[config.mk]
export PLATFORM = sky130hd
export DESIGN_NAME = afe_sat_acc
export DESIGN_NICKNAME = d
export VERILOG_FILES = /design/src/rtl/afe_pkg.sv /design/src/rtl/afe_sat_acc.sv
export SDC_FILE = /design/constraint.sdc
export NUM_CORES = 1
export LEC_CHECK = 0
export CORE_ASPECT_RATIO = 1.5
export CORE_UTILIZATION = 25
export CTS_CLUSTER_DIAMETER = 120
export DETAILED_ROUTE_END_ITERATION = 7
export DONT_BUFFER_PORTS = 1
export PLACE_DENSITY_LB_ADDON = 0.1
export SLEW_MARGIN = 20
export SYNTH_ARGS = -nofsm -noshare
export SYNTH_HDL_FRONTEND = slang
export SYNTH_SLANG_ARGS = --single-unit
[constraint.sdc]
create_clock -name clk -period 3.55 [get_ports clk]
set_input_delay 0.5325 -clock clk [delete_from_list [all_inputs] [get_ports clk]]
set_output_delay 0.5325 -clock clk [all_outputs]
set_load 0.02 [all_outputs]
[src/rtl/afe_pkg.sv]
// Shared types and defaults for the dual-slope AFE behavioural model.
// Used by afe_behav_model and afe_sat_acc.
package afe_pkg;

    typedef enum logic [1:0] {
        AFE_IDLE  = 2'b00,
        AFE_AZ    = 2'b01,
        AFE_INT   = 2'b10,
        AFE_DEINT = 2'b11
    } afe_sel_e;

    typedef enum logic [1:0] {
        MODE_NORMAL     = 2'b00,
        MODE_REF_TEST   = 2'b01,
        MODE_ZERO       = 2'b10,
        MODE_NORMAL_ALT = 2'b11
    } mode_sel_e;

    typedef enum logic [1:0] {
        DBG_COMP    = 2'b00,
        DBG_REF_OK  = 2'b01,
        DBG_INT_MSB = 2'b10,
        DBG_SAT     = 2'b11
    } dbg_sel_e;

    localparam int DEF_REF_SETTLE = 1000;
    localparam int DEF_AZ_SHIFT   = 4;

endpackage

[src/rtl/afe_sat_acc.sv]
// Signed saturating accumulator with symmetric clamp and sticky clamp flags.
// acc_next is exported so the parent can register decisions on the next value.
module afe_sat_acc
    import afe_pkg::*;
#(
    parameter int W     = 24,
    parameter int LIMIT = 2 ** (W - 2)
) (
    input  logic                clk,
    input  logic                rst,
    input  logic                clr,
    input  logic                en,
    input  logic signed [W:0]   inc,
    output logic signed [W-1:0] acc,
    output logic signed [W-1:0] acc_next,
    output logic                sat_hi,
    output logic                sat_lo
);

    localparam logic signed [W:0]   LIM_X   = (W + 1)'(LIMIT);
    localparam logic signed [W-1:0] LIM     = LIM_X[W-1:0];
    localparam logic signed [W-1:0] NEG_LIM = -LIM;

    logic signed [W:0] acc_x;
    logic signed [W:0] sum;
    logic              hi_next;
    logic              lo_next;

    // One guard bit keeps the sum exact before the clamp decision.
    assign acc_x = {acc[W-1], acc};
    assign sum   = acc_x + inc;

    always_comb begin
        acc_next = acc;
        hi_next  = sat_hi;
        lo_next  = sat_lo;
        if (clr) begin
            acc_next = '0;
            hi_next  = 1'b0;
            lo_next  = 1'b0;
        end else if (en) begin
            if (sum > LIM_X) begin
                acc_next = LIM;
                hi_next  = 1'b1;
            end else if (sum < -LIM_X) begin
                acc_next = NEG_LIM;
                lo_next  = 1'b1;
            end else begin
                acc_next = sum[W-1:0];
            end
        end
    end

    always_ff @(posedge clk or posedge rst) begin
        if (rst) begin
            acc    <= '0;
            sat_hi <= 1'b0;
            sat_lo <= 1'b0;
        end else begin
            acc    <= acc_next;
            sat_hi <= hi_next;
            sat_lo <= lo_next;
        end
    end

endmodule

==> results of run 1 <==
[path summary, 6_finish.rpt]
| check | cells past startpoint | slack, ns | end |
|---|---|---|---|
| max | 15 | -0.44 | acc_next[16] |
| min | 2 | 0.22 | acc[1] |
| max reg2reg | 19 | 0.27 | acc[16] |
| min reg2reg | 1 | 0.65 | sat_hi |
| max in group asynchronous | 2 | 3.03 | acc[0] |
| min in group clk | 1 | 0.30 | sat_lo |
[sequential cells by signal, indices dropped and copies added, names as in the netlist]
signal / cells
acc: 24
sat_hi: 1
sat_lo: 1
[per-layer routing]
metal | vias to the layer above | share of wire | track usage | routed length, um
met1 | 1543 | 0.40 | 0.223 | 4560
li1 | 1589 | - | - | -
met2 | 67 | 0.54 | 0.369 | 6100
met4 | 0 | 0.021 | 0.0600 | 244
met5 | - | 0 | 0 | 0
met3 | 13 | 0.041 | 0.0225 | 462
[cell type report]
cell class              instances  share of cell area
repair buffers                154               0.255
clock buffers                   3              0.0161
clock inverters                 1             0.00645
inverters                      14              0.0113
multi-input cells             294               0.532
well taps                     147              0.0395
flip-flops and latches         26               0.140
[report_power, final]
part | switching (mW) | internal, mW | total (mW)
registers | 0.0307 | 0.333 | 0.364
logic | 0.693 | 0.606 | 1.30
clock network | 0.143 | 0.226 | 0.369
total | 0.866 | 1.17 | 2.03
[cell families (layout without fill, tap and decap cells)]
kind of cell	after synthesis	count (layout)	synth area share
simple gates	136	136	0.238
compound gates	102	102	0.273
flops	26	26	0.229
buf+inv	26	172	0.0457
fa+ha+maj	25	25	0.113
mux	16	16	0.0563
xor+xnor	15	15	0.0462
[cell usage after synthesis (all sizes together), types with 2 or more instances]
| library cell | n | area (um2) |
|---|---|---|
| nor3b | 2 | 15.0 |
| clkbuf | 3 | 13.8 |
| dfrtp | 26 | 651 |
| nor3 | 11 | 55.1 |
| nand2b | 3 | 18.8 |
| o211ai | 5 | 37.5 |
| and4 | 4 | 37.5 |
| a41oi | 2 | 36.3 |
| a221oi | 4 | 35.0 |
| o21ai | 14 | 92.6 |
| a211oi | 11 | 92.6 |
| nand3 | 10 | 55.1 |
| or3 | 5 | 31.3 |
| o21a | 4 | 30.0 |
| inv | 14 | 52.6 |
| a21o | 9 | 68.8 |
| xnor2 | 7 | 61.3 |
| xor2 | 8 | 70.1 |
| o311ai | 2 | 17.5 |
| o221a | 2 | 22.5 |
| a2111oi | 2 | 30.0 |
| a311oi | 2 | 17.5 |
| ha | 24 | 300 |
| a211o | 4 | 35.0 |
| nand2 | 32 | 120 |
| buf | 8 | 53.8 |
| o31ai | 3 | 22.5 |
| nand4 | 9 | 62.6 |
| nor2b | 6 | 37.5 |
| a31oi | 2 | 12.5 |
| and2 | 6 | 40.0 |
| a21oi | 26 | 141 |
| o21bai | 2 | 15.0 |
| nor2 | 41 | 154 |
| nor4 | 4 | 31.3 |
| mux2i | 16 | 160 |
[what timing repair did]
action / in CTS / in global routing
setup buffers: 14 / 2
gates resized for setup: 38 / 11
setup endpoints to repair: 33 / 26
hold endpoints to repair: 0 / 0
pin swaps: 17 / 12
==> impl_metrics.yaml, run 1 <==
logic_synthesis:
  netlist_area_mm2: 0.00285
  synthCells: 346
  seq_area_frac_synth: 0.229
  synth.net_count: 400
  yosys_most_used_dff: "dfrtp_1"
  yosysUniqueCellTypes: 65
  ys_async_sr_fraction: 1.00
  synth_edf_count: 0
  ys_ff_latch: 26
  yosysWarnings: 0
  synth.avg_cell_area_um2: 8.23
die:
  fp-row-count: 47
  ios: 79
  die_h_um: 133
  die_area_mm2: 0.0118
  die_width_um: 89.1
  start_util: 0.257
  core_area_mm2: 0.0111
placement:
  post-place-cells: 620
  postPlaceCellArea_mm2: 0.00417
  io_buffers: 0
  gp_congestion: 0.899
  dp_hpwl_mm: 9.28
  dpl_worst_slack_ns: -0.614
sta:
  setup-violations-final: 24
  clock_skew_ns: 0.0110
  fin_ws_ns: -0.437
  fin_crit_sh: 1.12
  rsz0062_at_grt: "yes"
  worst_pin_slew_ns: 0.495
  whs_ns: 0.216
  hold_viol: 0
  max_freq_mhz: 251
  max_slew_margin: 0.668
  maxSlewViolCount: 0
  fin_crit_ns: 3.99
  tns_ns: -8.00
layout:
  antenna_cells: 0
  fin_nets: 547
  final_common_cell: "buf_4"
  syn_to_final_growth_pct: 63.6
  fillers: 1174
  finalCoreUtilization: 0.421
  regArea_um2: 652
  drive_above_1_share: 0.470
  stdcell_count: 639
  design_area_mm2: 0.00466
  final_cell_mix: "buf_4, nand2_1, nor2_1, dfrtp_1, ha_1"
  multi_input_area_mm2: 0.00248
cts:
  clock-root-buffer: "clkbuf_16"
  cts_made_buffers: 3
  worstSkewPairLatency_ns: 0.28
  clk_pin_slew_ns: 0.09
  cts-hold-fix-buffers: 0
  clock_sinks: 26
  cts_max_level: 1
  tritoncts: "done"
  max-clock-path-buffers: 2
worst_hold_path:
  min_path_type: "in2async"
drt:
  wirelength_mm: 11.4
  dr.pass1.iters: 4
  drc: 0
  vias: 3212
  avgRoutedWirePerCell_um: 17.8
  routed_via_density: 5.03
  drt_iter0_drc: 88
  ant_nets: 0
worst_setup_path:
  end_kind: "output pin"
  timing.rr.start: "acc[0]"
  cp_cell_sequence: "ha_4, inv_2, fa_2, nand2b_4, a211o_1, a211o_1, buf_6, a21oi_4, o21ai_2, a2111oi_4, and4_4, o21ai_4, buf_6, buf_4, a21oi_4"
  required_ns: 3.02
  critPathMaxFanout: 5
  crit_start: "acc[0]"
  cp_data_arrival_time_ns: 3.45
  path_class: "reg2out"
  crit_family: "compound AO/OA/AOI/OAI gates"
  cp_slowest_stage_delay_ns: 0.40
  path_buf_inv: 4
  start_kind: "flop"
  slowest_stage: "dfrtp_2"
power_and_ir_drop:
  fin_total_pwr_mw: 2.03
  power_density_mw_per_mm2: 436
  p_leak_nw: 2.08
  vdd_drop_max_uv: 261
outcome:
  violations: "setup timing"
  outcome: "finished with violations"
global_route:
  grt_max_degree: 33
  grt_pass1_vias: 3413
  grt_pass1_wl_mm: 17.4
  antenna_found_initial: 0
  grt_usage: 0.196
  grt_overflow: 0
flow_run:
  cap_violations: 0
Power figures use the tool's default switching activity.
==> run 2: changes to the inputs <==
CELL_PAD_IN_SITES_DETAIL_PLACEMENT = 2   (was not set)
CELL_PAD_IN_SITES_GLOBAL_PLACEMENT = 2   (was not set)
TNS_END_PERCENT = 20   (was not set)
==> impl_metrics.yaml, run 2 (synthesized netlist as in run 1, its figures left out) <==
power_and_ir_drop:
  power_density_mw_per_mm2: 432
  p_leak_nw: 2.08
  vdd_drop_max_uv: 149
placement:
  io_buffers: 0
  gp_congestion: 0.844
  dpl_worst_slack_ns: -0.465
  dp_hpwl_mm: 10.9
sta:
  max_freq_mhz: 241
  setup-violations-final: 24
  hold_viol: 0
  fin_ws_ns: -0.597
  worst_pin_slew_ns: 0.765
  clock_skew_ns: 0.00701
  maxSlewViolCount: 0
  max_slew_margin: 0.489
  tns_ns: -12.43
  rsz0062_at_grt: "yes"
  fin_crit_ns: 4.15
  fin_crit_sh: 1.17
die:
  start_util: 0.257
  die_width_um: 89.1
  die_h_um: 133
  core_area_mm2: 0.0111
  ios: 79
  die_area_mm2: 0.0118
  fp-row-count: 47
worst_setup_path:
  reg2reg_depth: 14
  path_class: "reg2out"
  reg2reg_to: "acc[1]"
  reg2reg_slack_ns: 0.09
  required_ns: 3.02
  start_kind: "flop"
  cp_data_arrival_time_ns: 3.61
  end_kind: "output pin"
  timing.rr.start: "acc[0]"
  critPathMaxFanout: 5
cts:
  cts_made_buffers: 3
  clk_pin_slew_ns: 0.08
  max-clock-path-buffers: 2
  worstSkewPairLatency_ns: 0.28
  cts-hold-fix-buffers: 0
  clock_sinks: 26
  cts_max_level: 1
  clock-root-buffer: "clkbuf_16"
  tritoncts: "done"
drt:
  routed_via_density: 5.26
  drt_iter0_drc: 54
  dr.pass1.iters: 4
  met2WireLength_mm: 7.83
  avgRoutedWirePerCell_um: 21.2
  m1WireLength_mm: 5.06
  vias: 3374
  top_layer: "met4"
  wirelength_mm: 13.6
  ant_nets: 0
  met3WireLength_um: 390
  drc: 0
layout:
  regArea_um2: 652
  drive_above_1_share: 0.455
  largest_register_ffs: 24
  syn_to_final_growth_pct: 61.5
  reg.largest.list: "acc: 24 flops, sat_hi: 1 flops, sat_lo: 1 flops"
  finalCoreUtilization: 0.416
  antenna_cells: 0
  final_cell_mix: "buf_4, nand2_1, nor2_1, dfrtp_1"
  multi_input_area_mm2: 0.00240
  fillers: 1294
  final_common_cell: "buf_4"
  top_register: "acc"
  fin_nets: 549
global_route:
  grt_usage: 0.227
  grt_overflow: 0
  grt_pass1_vias: 3916
  grt_pass1_wl_mm: 20.2
  antenna_found_initial: 0
  grt_max_degree: 33
flow_run:
  cap_violations: 0
worst_hold_path:
  min_path_type: "in2async"
outcome:
  outcome: "finished with violations"
  violations: "setup timing"
-- run 2: cell count changes in the layout (fill, tap and decap cells not counted), sizes merged --
cell    delta
clkbuf     +2
buf        +1
bufinv     -1
-- run 2: through the flow --
stage / total power [mW] / hold slack [ns] / cells / area [um2]
after floorplan: 1.03 / 0.572 / 346 / 3010
after global placement: 1.55 / 0.591 / 625 / 4200
after detailed placement: 1.59 / 0.605 / 625 / 4200
after CTS: 1.95 / 0.296 / 634 / 4460
after global routing: 2.10 / 0.306 / 641 / 4600
final: 1.98 / 0.271 / 641 / 4600
-- run 2: final cells by class --
type	count	share of cell area
multi-input cells	294	0.522
repair buffers	156	0.267
flip-flops and latches	26	0.142
clock buffers	4	0.0171
inverters	14	0.0114
well taps	147	0.0400
-- run 2: report_power, final --
part           leakage (nW)  total, mW  internal (mW)  switching (mW)
Combinational          1.70       1.33          0.607           0.720
Sequential            0.350      0.368          0.333          0.0353
Clock                0.0382      0.290          0.155           0.135
Total                  2.08       1.98           1.09           0.890
-- run 2: what timing repair did --
item	in CTS	in global routing
setup buffers	5	6
cloned	0	1
pin swaps	2	14
endpoints found under the setup margin	24	25
gates resized for setup	25	9
-- run 2: worst max-delay path, cell delays in order (launching register included) --
cell and delay (ns):
dfrtp_2 0.39, ha_4 0.14, inv_2 0.04, fa_2 0.35, nand2b_4 0.16, a211o_1 0.31, a211o_1 0.36, buf_6 0.14
a21oi_4 0.16, o21ai_2 0.09, a2111oi_2 0.31, and4_4 0.30, o21ai_4 0.09, buf_8 0.16, a211oi_4 0.34
-- run 2: worst max-delay path by stage --
stage,start,endpoint,cells after the start
2_1_floorplan,inc[0],acc_next[10],13
3_3_place_gp,inc[0],acc_next[13],14
3_5_place_dp,inc[0],acc_next[13],14
4_1_cts,acc[0],acc_next[8],14
5_1_grt,acc[0],acc_next[1],14
6_report,acc[0],acc_next[1],14
-- run 2: metal layers --
layer	up-vias	GRT usage
met3	20	0.0268
li1	1595	-
met2	78	0.453
met1	1681	0.234
met5	-	0
met4	0	0.0697
